$ cat config.mk
export PLATFORM = sky130hd
export DESIGN_NAME = prism_sit_programmer
export DESIGN_NICKNAME = d
export VERILOG_FILES = /design/src/rtl/prism_sit_programmer.sv
export SDC_FILE = /design/constraint.sdc
export NUM_CORES = 1
export LEC_CHECK = 0
export CORE_MARGIN = 10
export CORE_UTILIZATION = 40
export CTS_BUF_LIST = sky130_fd_sc_hd__clkbuf_8
export DETAILED_ROUTE_END_ITERATION = 12
export DONT_BUFFER_PORTS = 1
export HOLD_SLACK_MARGIN = 0.03
export PLACE_DENSITY = 0.64
export SETUP_SLACK_MARGIN = 0.02
export SYNTH_ARGS = -nofsm -noshare
export SYNTH_HDL_FRONTEND = slang
export SYNTH_SLANG_ARGS = --single-unit
$ cat constraint.sdc
create_clock -name clk -period 1.6 [get_ports clk]
set_input_delay 0.32 -clock clk [delete_from_list [all_inputs] [get_ports clk]]
set_output_delay 0.32 -clock clk [all_outputs]
set_load 0.02 [all_outputs]
$ cat src/rtl/prism_sit_programmer.sv
// Host-side sequencer: streams 32-bit words into the PRISM latch SIT over the
// latch/debug programming bus, then reads back entry 0 to confirm the load.
module prism_sit_programmer #(
  parameter int           WIDTH   = 48,
  parameter int           DEPTH   = 2,
  parameter logic [5:0]   LO_ADDR = 6'h10,
  parameter logic [5:0]   HI_ADDR = 6'h14
) (
  input  logic        clk,
  input  logic        rst,
  input  logic        start,
  input  logic        abort,
  input  logic        in_valid,
  output logic        in_ready,
  input  logic [31:0] in_data,
  output logic [31:0] latch_data,
  output logic        latch_wr,
  output logic [5:0]  debug_addr,
  output logic        debug_wr,
  input  logic [31:0] debug_rdata,
  output logic        busy,
  output logic        done,
  output logic        verify_err,
  output logic [5:0]  entry_cnt
);

  typedef enum logic [2:0] {
    IDLE, LO_WAIT, LO_WR, HI_WAIT, HI_WR, VRFY_LO, VRFY_HI, FIN
  } state_t;

  localparam logic [5:0] LAST_ENTRY = 6'(DEPTH - 1);

  state_t      state;
  logic        wr_q;
  logic [31:0] ent0_lo;
  logic [31:0] ent0_hi;

  // Only bits [WIDTH-33:0] of the high word exist in the SIT entry.
  function automatic logic [31:0] mask_hi(input logic [31:0] w);
    logic [31:0] m;
    m = 32'hFFFF_FFFF >> (64 - WIDTH);
    return w & m;
  endfunction

  // An abort arriving while a write state is presented kills that strobe too.
  assign latch_wr = wr_q & ~abort;
  assign debug_wr = wr_q & ~abort;

  always_ff @(posedge clk) begin
    if (rst) begin
      state      <= IDLE;
      in_ready   <= 1'b0;
      wr_q       <= 1'b0;
      latch_data <= '0;
      debug_addr <= '0;
      busy       <= 1'b0;
      done       <= 1'b0;
      verify_err <= 1'b0;
      entry_cnt  <= '0;
      ent0_lo    <= '0;
      ent0_hi    <= '0;
    end else begin
      done <= 1'b0;
      wr_q <= 1'b0;
      if (abort && state != IDLE) begin
        state      <= IDLE;
        in_ready   <= 1'b0;
        busy       <= 1'b0;
        debug_addr <= '0;
      end else begin
        case (state)
          IDLE: begin
            if (start) begin
              verify_err <= 1'b0;
              entry_cnt  <= '0;
              in_ready   <= 1'b1;
              busy       <= 1'b1;
              state      <= LO_WAIT;
            end
          end
          LO_WAIT: begin
            if (in_valid) begin
              in_ready   <= 1'b0;
              latch_data <= in_data;
              debug_addr <= LO_ADDR;
              wr_q       <= 1'b1;
              if (entry_cnt == 6'd0) ent0_lo <= in_data;
              state      <= LO_WR;
            end
          end
          LO_WR: begin
            in_ready <= 1'b1;
            state    <= HI_WAIT;
          end
          HI_WAIT: begin
            if (in_valid) begin
              in_ready   <= 1'b0;
              latch_data <= mask_hi(in_data);
              debug_addr <= HI_ADDR;
              wr_q       <= 1'b1;
              if (entry_cnt == 6'd0) ent0_hi <= mask_hi(in_data);
              state      <= HI_WR;
            end
          end
          HI_WR: begin
            if (entry_cnt == LAST_ENTRY) begin
              debug_addr <= LO_ADDR;
              state      <= VRFY_LO;
            end else begin
              entry_cnt <= entry_cnt + 6'd1;
              in_ready  <= 1'b1;
              state     <= LO_WAIT;
            end
          end
          // Entry 0 has been shifted to the read-back position by now.
          VRFY_LO: begin
            if (debug_rdata != ent0_lo) verify_err <= 1'b1;
            debug_addr <= HI_ADDR;
            state      <= VRFY_HI;
          end
          VRFY_HI: begin
            if (debug_rdata != ent0_hi) verify_err <= 1'b1;
            done  <= 1'b1;
            state <= FIN;
          end
          FIN: begin
            busy       <= 1'b0;
            debug_addr <= '0;
            state      <= IDLE;
          end
          default: state <= IDLE;
        endcase
      end
    end
  end

endmodule
==> flow_summary_export.csv <==
group,metric,value,unit
status,status,"complete, no violations",
floorplanning,fp.dieH,122,um
synth,ys_seq_area_share,46.2,%
grt,grt_max_degree,74,
critical_path,reg2reg_depth,6,
floorplanning,dieArea,0.0149,sq mm
clock_network,cts.htree.levels,3,
synth,yosys_warnings,0,
route,ant_nets,0,
finish,area_growth,14.2,%
route,viasPerCell,5.28,
route,dr.pass1.iters,4,
placed_design,place.gp.congestion,0.856,
clock_network,clk_latency,0.37,ns
timing,setup_viol,0,
route,routedWlPerCell,18.7,um
grt,grt.overflow.total,0,
power,leakagePower,1.73,nW
finish,nNetsFinal,582,
placed_design,dp_hpwl,9.12,mm
placed_design,port_buffers,0,
timing,setup_slack,0.0388,ns
synth,synth_edf_count,0,
route,routed_wl,12.1,mm
grt,first_global_vias,3325,
critical_path,cp_max_fo,11,
route,vias,3438,
floorplanning,ios,119,
timing,fin_skew,0.00813,ns
min_path,hp-start,"rst",
clock_network,clockBufferDepth,2,
critical_path,cp.required,1.90,ns
critical_path,worstSetupEndpointType,"flip-flop",
timing,rsz0062_at_grt,"true",
min_path,min_to,"ent0_lo[25]",
min_path,min_path_type,"input pin to flip-flop",
clock_network,cts.sinks,96,
power,pwr_density_cell,927,mW/mm^2
clock_network,clkTransAtPathRegs,0.10,ns
critical_path,critical_path_class,"flip-flop to flip-flop",
floorplanning,row_count,37,
synth,synthArstFlopShare,0,%
finish,fin_util,46.5,%
power,ir_drop,0.000394,V
clock_network,cts_made_buffers,9,
critical_path,cp.arrival,1.87,ns
route,drt_iter0_markers,172,
grt,antenna_found_initial,0,
floorplanning,coreArea,0.0102,sq mm
critical_path,r2r_setup_slack,0.04,ns
timing,max_freq,641,MHz
synth,avgSynthCellArea,8.36,sq um
grt,grt_pass1_wl,18.3,mm
synth,ys_ff_latch,96,
finish,fillers,990,
finish,final_common_cell,"nand2_1",
critical_path,r2r-start,"entry_cnt[5]",
synth,synthesis.instances,498,
critical_path,timing.rr.end,"ent0_lo[23]",
timing,layout_min_cycle_time,1.56,ns
route,drc,0,
floorplanning,die_w,122,um
synth,ys_types,44,
synth,synth_top_flop_cell,"dfxtp_1",
clock_network,cts_tree,"done",
clock_network,cts_root_buf,"clkbuf_8",
finish,final_cell_mix,"131 x nand2_1, 92 x dfxtp_1, 64 x a21oi_1",
floorplanning,start_util,40.7,%
timing,hold_viol_final,0,
synth,netlist_area,0.00416,sq mm
grt,grt_usage,15.7,%
flow_run,maxCapViolCount,0,
timing,layout_worst_path_cycle_share,97.6,%
finish,final_layout_size_suffix_gt1_share,14.8,%
timing,slew_viol_final,0,
finish,diodes,0,
min_path,hold-path-cell-count,1,
critical_path,cp-start-kind,"flip-flop",
placed_design,preCtsSetupSlack,-0.0351,ns
-- cells in the mapped netlist, types with 2 or more instances --
cell / n / area [sq um]
a22o_1: 16 / 140
xor2_1: 44 / 385
a21oi_1: 74 / 370
clkbuf_1: 11 / 41.3
ha_1: 3 / 37.5
nor4_1: 14 / 87.6
and2_1: 4 / 25.0
nand2_1: 134 / 503
or3_1: 3 / 18.8
xnor2_1: 8 / 70.1
buf_2: 8 / 40.0
buf_4: 10 / 75.1
nor3_1: 5 / 25.0
nor2_4: 2 / 22.5
o22ai_1: 2 / 12.5
nor2_1: 17 / 63.8
o211ai_1: 3 / 22.5
dfxtp_1: 96 / 1920
inv_1: 6 / 22.5
nand4_1: 8 / 50.1
o21ai_0: 6 / 30.0
nor2b_1: 2 / 12.5
-- power breakdown --
part           internal (W)  total (W)  switching (W)
Clock              0.000565    0.00144       0.000879
Combinational      0.000178   0.000402       0.000224
Sequential          0.00246    0.00256       0.000102
-- stage by stage --
stage | setup TNS, ns | instances | power [W] | cell area (sq um) | hold WS [ns]
final | 0 | 651 | 0.00441 | 4760 | 0.00785
after global routing | -0.242 | 651 | 0.00460 | 4760 | 0.000124
after CTS | 0 | 648 | 0.00442 | 4620 | 0.00712
after detailed placement | -0.0368 | 631 | 0.00299 | 4430 | 0.410
after global placement | -0.0413 | 631 | 0.00298 | 4430 | 0.406
after floorplan | 0 | 501 | 0.00290 | 4180 | 0.444
-- flip-flops by register name, indices dropped and copies added (netlist names), 2 cells and up --
| signal | flops |
|---|---|
| debug_addr | 2 |
| ent0_lo | 32 |
| latch_data | 32 |
| entry_cnt | 6 |
| state | 3 |
| ent0_hi | 16 |
-- cell families (layout without fill, tap and decap cells) --
kind of cell,count (synthesis),count (layout),share of synthesized area (%)
buf+inv,37,51,4.66
other cells,1,4,0.0901
flops,96,96,46.2
xor+xnor,52,52,10.9
simple gates,198,198,21.6
compound gates,110,110,15.4
mux,1,1,0.240
fa+ha+maj,3,3,0.902
-- worst max-delay path by stage --
stage                       from           to  slack, ns  cells past startpoint
floorplan           entry_cnt[5]  ent0_hi[10]       0.05                      6
global placement        state[0]   verify_err      -0.04                      5
detailed placement      state[0]   verify_err      -0.04                      5
CTS                 entry_cnt[4]  ent0_lo[21]      0.008                      6
global route        entry_cnt[5]  ent0_lo[19]      -0.02                      6
finish              entry_cnt[5]  ent0_lo[23]       0.04                      6
-- repair_timing --
item / CTS / global route
setup endpoints to repair: 16 / 71
pin swaps: 3 / 14
buffers inserted: 1 / 2
cloned: 0 / 1
hold endpoints to repair: 66 / 62
gates resized for setup: 3 / 26
-- worst max-delay path: stages (launching register included) --
cell and delay, ns:
dfxtp_2 0.34, nor4_4 0.36, nand3_2 0.15, nor2_4 0.23, clkbuf_16 0.21, nand2_1 0.06
a21oi_1 0.14
-- area by class of cell --
class / instances / area (sq um) / share of cell area, %
Tap cell: 136 / 170 / 3.58
Sequential cell: 96 / 1930 / 40.5
Timing Repair Buffer: 29 / 302 / 6.34
Clock inverter: 7 / 47.5 / 1.00
Inverter: 6 / 22.5 / 0.474
Multi-Input combinational cell: 368 / 2160 / 45.5
Clock buffer: 9 / 124 / 2.60
-- metal layers --
metal	part of all wire, %	wire (um)	up-vias	track usage, %
met4	1.2	151	0	5.37
li1	-	-	1687	-
met3	12	1460	14	6.71
met5	0	0	-	0
met1	40	4850	1615	19.0
met2	47	5690	122	24.6
Note: power is estimated with default switching activity, not from simulation.
==> patch: new RTL, same settings <==
The parameter `WIDTH` goes from 48 to 24.
--- a/src/rtl/prism_sit_programmer.sv
+++ b/src/rtl/prism_sit_programmer.sv
@@ -1,7 +1,7 @@
 // Host-side sequencer: streams 32-bit words into the PRISM latch SIT over the
 // latch/debug programming bus, then reads back entry 0 to confirm the load.
 module prism_sit_programmer #(
-  parameter int           WIDTH   = 48,
+  parameter int           WIDTH   = 24,
   parameter int           DEPTH   = 2,
   parameter logic [5:0]   LO_ADDR = 6'h10,
   parameter logic [5:0]   HI_ADDR = 6'h14
Function: changed (Yosys sat finds a counterexample within 10 cycles, from zero or initial values and one cycle with rst high).
==> patch against the unedited design <==
  * Design area shrank 11%
  * Global-route usage is 0.20 points lower
  * Combinational power increased by 35%
  * Setup slack got worse by 0.012 ns
  * Worst hold slack better by 0.086 ns
  * Critical path depth increased by 2
  * Wire length fell by 16%
  * Synthesized area is 15% lower
  * Synthesized cell count fell by 24%
  * Sequential cell count fell by 16
  * Power fell by 0.26%
  * Clock power increased by 17%
  * Largest cell class unchanged
  * Highest routed layer unchanged
==> patch: results (changes against the unedited design) <==
status=complete, no violations (unchanged); buffering overhead=9.04% (was 6.34%); Post-CTS Resized=10 (was 3); postcts setup bufs=2 (was 1); Yosys reg bits=80 (was 96); fraction of area in multi-input gates=43.7% (was 45.5%); Register-to-Register Path Depth=8 (was 6); layout cells sized above 1=25.8% (was 14.8%); final cell count without fillers=511 (was 651); Cells after DPL=486 (was 631); vias in the first global route=2828 (was 3325); Regs by FF count=ent0_lo: 32 flops, latch_data: 32 flops, entry_cnt: 6 flops (was ent0_lo: 32 flops, latch_data: 32 flops, ent0_hi: 16 flops); Setup Skew=0.0125 ns (was 0.00813 ns); CLK BUF=11 (was 9); crit path DAT=1.77 ns (was 1.87 ns); leak pwr=0.00147 uW (was 0.00173 uW); non-clock buffer count=35 (was 29); post-DP HPWL=7.49 mm (was 9.12 mm); Multi-In Gates=268 (was 368); CP max-delay cell=dfxtp_4 (was nor4_4); fraction of area in registers=38.2% (was 40.5%); Post-Synth Adder-Cell Area=1.06% (was 0.901%); initial drt markers=124 (was 172); Synth Instances=376 (was 498); most instantiated cells after synthesis=dfxtp_1 (80), nand2_1 (71), a22o_1 (32), xnor2_1 (31), a21oi_2 (30) (was nand2_1 (134), dfxtp_1 (96), a21oi_1 (74), xor2_1 (44), nor2_1 (17))
-- patch: layer usage --
| metal | track usage, % | wire, um | vias to the layer above |
|---|---|---|---|
| met5 | 0 | 0 | - |
| li1 | - | - | 1347 |
| met1 | 17.8 | 3980 | 1271 |
| met3 | 6.87 | 1080 | 11 |
| met4 | 4.85 | 142 | 0 |
| met2 | 25.4 | 5010 | 98 |
-- patch: cells by family (layout without fill, tap and decap cells) --
| logic type | after synthesis | in the layout |
|---|---|---|
| flops | 80 | 80 |
| buf+inv | 31 | 55 |
| simple gates | 137 | 137 |
| other cells | 1 | 4 |
| xor+xnor | 39 | 39 |
| compound gates | 85 | 85 |
| fa+ha+maj | 3 | 3 |
-- patch: worst min path at each step --
stage	startpoint	end	slack, ns	cells after the start
CTS	rst	ent0_lo[23]	0.02	1
floorplan	abort	wr_q	0.40	1
global placement	rst	ent0_lo[7]	0.40	1
global route	in_data[19]	latch_data[19]	0.07	1
finish	in_data[13]	latch_data[13]	0.09	1
detailed placement	rst	ent0_lo[13]	0.40	1
-- patch: report_power, final --
part | total, uW | internal, uW | switching (uW)
logic | 541 | 258 | 283
registers | 2160 | 2060 | 98.1
clock network | 1690 | 962 | 730
total | 4400 | 3280 | 1110
-- patch: stage by stage --
stage               total power [uW]  utilization, %  setup TNS (ns)  cell area [sq um]  setup WS, ns
detailed placement              2660            43.7          -0.180               3790       -0.0849
floorplan                       2560               -               0               3590       0.00356
global placement                2660            43.7         -0.0673               3790       -0.0428
CTS                             4420            47.7               0               4140        0.0211
global route                    4610            48.6          -0.250               4220       -0.0508
finish                          4400            48.6               0               4220        0.0270
